**src/rtl/branch_predict_resolve.sv**
```systemverilog
// branch_predict_resolve: bimodal 2-bit counter branch predictor with resolution, training and one-cycle mispredict redirect
module branch_predict_resolve #(
  parameter int IDX_BITS = 6,
  parameter logic [1:0] CTR_INIT = 2'b01
) (
  input  logic        clk,
  input  logic        rst,
  input  logic        pred_valid,
  input  logic [31:0] pred_pc,
  output logic        pred_taken,
  input  logic        res_valid,
  input  logic [31:0] res_pc,
  input  logic        res_br_en,
  input  logic        res_pred_taken,
  input  logic [31:0] res_target,
  input  logic        flush,
  output logic        mispredict,
  output logic [31:0] redirect_pc,
  output logic [31:0] br_count,
  output logic [31:0] mp_count
);
  logic [1:0] ctr [2**IDX_BITS];
  logic [IDX_BITS-1:0] pidx, ridx;
  logic accept, miss;
  logic [1:0] cur, nxt;
  logic unused;
  assign unused = ^{pred_pc[31:IDX_BITS+2], pred_pc[1:0]};
  always_comb begin
    pidx = pred_pc[IDX_BITS+1:2];
    ridx = res_pc[IDX_BITS+1:2];
    accept = res_valid & ~flush;
    miss = res_br_en ^ res_pred_taken;
    cur = ctr[ridx];
    nxt = res_br_en ? (cur == 2'b11 ? cur : cur + 2'b01) : (cur == 2'b00 ? cur : cur - 2'b01);
    pred_taken = pred_valid & ctr[pidx][1];
  end
  always_ff @(posedge clk or posedge rst)
    if (rst) begin
      for (int i = 0; i < 2**IDX_BITS; i++) ctr[i] <= CTR_INIT;
      mispredict <= 1'b0;
      redirect_pc <= '0;
      br_count <= '0;
      mp_count <= '0;
    end else begin
      mispredict <= accept & miss;
      if (accept) begin
        ctr[ridx] <= nxt;
        redirect_pc <= res_br_en ? res_target : res_pc + 32'd4;
        br_count <= br_count + 32'd1;
        mp_count <= mp_count + {31'd0, miss};
      end
    end
endmodule
```
**config.mk**
```make
export PLATFORM = sky130hd
export DESIGN_NAME = branch_predict_resolve
export DESIGN_NICKNAME = d
export VERILOG_FILES = /design/src/rtl/branch_predict_resolve.sv
export SDC_FILE = /design/constraint.sdc
export NUM_CORES = 1
export LEC_CHECK = 0
export BUFFER_PORTS_ARGS = -buffer_cell sky130_fd_sc_hd__buf_2
export CAP_MARGIN = 10
export CELL_PAD_IN_SITES_DETAIL_PLACEMENT = 1
export CELL_PAD_IN_SITES_GLOBAL_PLACEMENT = 1
export CORE_MARGIN = 10
export CORE_UTILIZATION = 40
export CTS_CLUSTER_SIZE = 24
export DETAILED_ROUTE_END_ITERATION = 7
export GPL_TIMING_DRIVEN = 0
export PLACE_DENSITY = 0.85
export SETUP_SLACK_MARGIN = 0.1
export SYNTH_ARGS = -nofsm -noshare
export SYNTH_HDL_FRONTEND = slang
export SYNTH_SLANG_ARGS = --single-unit
```
**constraint.sdc**
```tcl
create_clock -name clk -period 15.8 [get_ports clk]
set_clock_uncertainty 0.2 [all_clocks]
set_input_delay 3.16 -clock clk [delete_from_list [all_inputs] [get_ports clk]]
set_output_delay 3.16 -clock clk [all_outputs]
set_load 0.03 [all_outputs]
```
==> reports/qor.yml <==
logic_synthesis:
  yosys_warnings: 0
  synth_most_common_cell: "nand2_1"
  yosys.cell_types.count: 53
  netlist_area_mm2: 0.0115
  synth_top_area_share_pct: 35.0
  ys_ff_latch: 225
  yosys_most_used_dff: "dfrtp_1"
  async_flop_share_pct: 100
  ys_seq_area_share_pct: 49.6
  synth_top_cell_by_area: "dfrtp_1"
  synth_area_leaders: "dfrtp_1 (35%), dfstp_2 (15%), nand2_1 (9.1%), mux4_2 (5.3%), xnor2_1 (4.9%)"
  synth_cells: 1151
  syn_nets: 1258
  syn_area_per_cell_um2: 10.0
  synthTopCellsByCount: "nand2_1 (278), dfrtp_1 (161), o21ai_0 (110), dfstp_2 (64), xnor2_1 (64)"
  synth_edf_count: 0
drt:
  drc: 0
  wl_per_cell_um: 22.8
  routed_wirelength_um: 40000
  num_vias: 10100
  viasPerCell: 5.74
  dr.pass1.iters: 5
  ant_nets: 0
  drt_iter0_markers: 872
global_routing:
  grt_usage_pct: 21.7
  antenna_found_initial: 2
  grt_pass1_wl_um: 62300
  top_usage_layer: "met2"
  grt_max_degree: 89
  grt.overflow.total: 0
  use_met3_pct: 4.94
  grt_util_met1_pct: 26.7
  grt_use_met2_pct: 35.9
  grt_pass1_vias: 10700
cts:
  clk_pin_slew_worst_paths_ps: 60
  postCtsSetupBuffers: 0
  cts_max_level: 1
  ctsHoldBuffers: 0
  clock_sinks: 225
  cts_resized: 0
  cts_made_buffers: 25
  cts_tree: "yes"
  clockRootBuffer: "clkbuf_16"
  worstSkewPairLatency_ps: 540
  cts_buffer_depth: 3
worst_setup_path:
  crit_type: "in2out"
  r2r_cells: 8
  endpoint_kind: "output port"
  required_ps: 12440
  critPathLaunchType: "primary input"
  arrival_ps: 6530
  crit_fanout: 10
timing:
  max_slew_margin_pct: 17.8
  finalCriticalPeriod_ps: 9890
  final_hold_viol_count: 0
  rsz0062_at_grt: "no"
  finalCritPeriodShare_pct: 62.6
  fmaxAchievable_ghz: 0.101
  fin_setup_tns_ps: 0
  fin_hold_ws_ps: 271
  worstMarginPinSlew_ps: 1230
  slew_violations: 0
  finalSetupViolations: 0
layout:
  drive_gt1_share_pct: 29.3
  num_antenna_cells: 0
  num-fill-cells: 3246
  num-nets-final: 1462
  area_growth_pct: 19.5
power:
  ir_worst_vdd_uv: 70.7
  p_per_area_mw_per_mm2: 109
  leakage_nw: 5.99
floorplan:
  chipHeight_um: 190
  rows: 62
  pin_count: 201
  dieArea_mm2: 0.0360
  core_mm2: 0.0285
  fp.dieW_um: 190
  initial_utilization_pct: 40.3
worst_hold_path:
  worstHoldPathType: "reg2reg"
  hold_depth: 2
place:
  gp_congestion: 0.939
  place_hpwl_um: 28900
  io_buffers: 169
run:
  cap_violations: 0
status:
  status: "completed"
## path summary, 6_finish.rpt
path                       startpoint            to  slack (ps)
setup reg to reg              ctr[92]       ctr[93]       12500
setup / recovery           pred_pc[2]    pred_taken        5910
hold / removal               ctr[114]      ctr[114]         270
max in group asynchronous         rst        ctr[2]       11770
hold reg to reg              ctr[114]      ctr[114]         270
min in group asynchronous         rst  br_count[11]        2440
## worst max-delay path: stages
cell,delay [ps]
clkbuf_1,520
buf_1,820
mux4_2,650
mux4_2,520
mux4_2,510
and2_1,180
buf_2,170
## report_power, final
| group | internal (W) | switching (W) | leakage, nW |
|---|---|---|---|
| logic | 0.0000819 | 0.000173 | 2.77 |
| clock network | 0.000333 | 0.000243 | 0.390 |
| registers | 0.000634 | 0.0000392 | 2.83 |
| total | 0.00105 | 0.000455 | 5.99 |
## cells by family after synthesis
group,synth area share (%)
AO/OA/AOI/OAI,14.5
XOR/XNOR,6.54
adder cells (fa/ha/maj),0.619
buffers and inverters,3.07
flip-flops,49.6
multiplexers,8.22
AND/OR/NAND/NOR,17.4
## sequential cells by signal, summed over array words and instances (netlist names)
name         cells
ctr            128
mispredict       1
redirect_pc     32
br_count        32
mp_count        32
## cell usage in the layout, fill, tap and decap left out, types with 5 or more instances in the layout
master	netlist	layout
nand2_1	278	278
buf_2	7	178
dfrtp_1	161	161
o21ai_0	110	110
xnor2_1	64	64
dfstp_2	64	64
o21ai_2	59	59
nor2_1	50	50
clkbuf_1	34	44
nand3_1	33	33
mux4_2	27	27
mux2i_1	26	26
clkbuf_16	0	25
a21oi_1	24	24
xor2_1	22	22
nand4_1	21	21
a221oi_1	17	17
buf_6	11	14
and3_1	11	11
nor3_1	14	10
a22o_1	8	8
inv_1	8	7
nor2b_1	7	7
nor4_1	6	6
and2_1	6	6
o22a_1	6	6
nand2b_1	5	5
or3_1	5	5
mux2_2	5	5
clkbuf_8	0	5
## routing by layer
metal | vias to the layer above | part of all wire, %
li1 | 4464 | -
met1 | 4992 | 40
met2 | 480 | 47
met3 | 154 | 8.2
met4 | 4 | 4.8
met5 | - | 0.058
## cell type report
type / instances / area [um^2] / share of cell area [%]
inverter: 10 / 45.0 / 0.327
timing repair buffer: 177 / 952 / 6.92
sequential: 225 / 5710 / 41.5
buffer: 58 / 317 / 2.30
clock inverter: 6 / 58.8 / 0.427
multi-input combinational: 858 / 5470 / 39.8
tap: 384 / 480 / 3.49
clock buffer: 40 / 732 / 5.32
## per-stage QoR
stage               total power (W)  setup WS [ps]  util (%)  instances  area [um^2]
floorplan                  0.000834           6380         -       1151        11500
global placement           0.000919           3760      45.0       1704        12800
detailed placement         0.000934           5900      45.4       1711        13000
CTS                         0.00151           5900      48.2       1757        13800
global route                0.00156           5790      48.2       1758        13800
finish                      0.00150           5910      48.2       1758        13800
No activity file was read; power rests on OpenSTA's default activity.
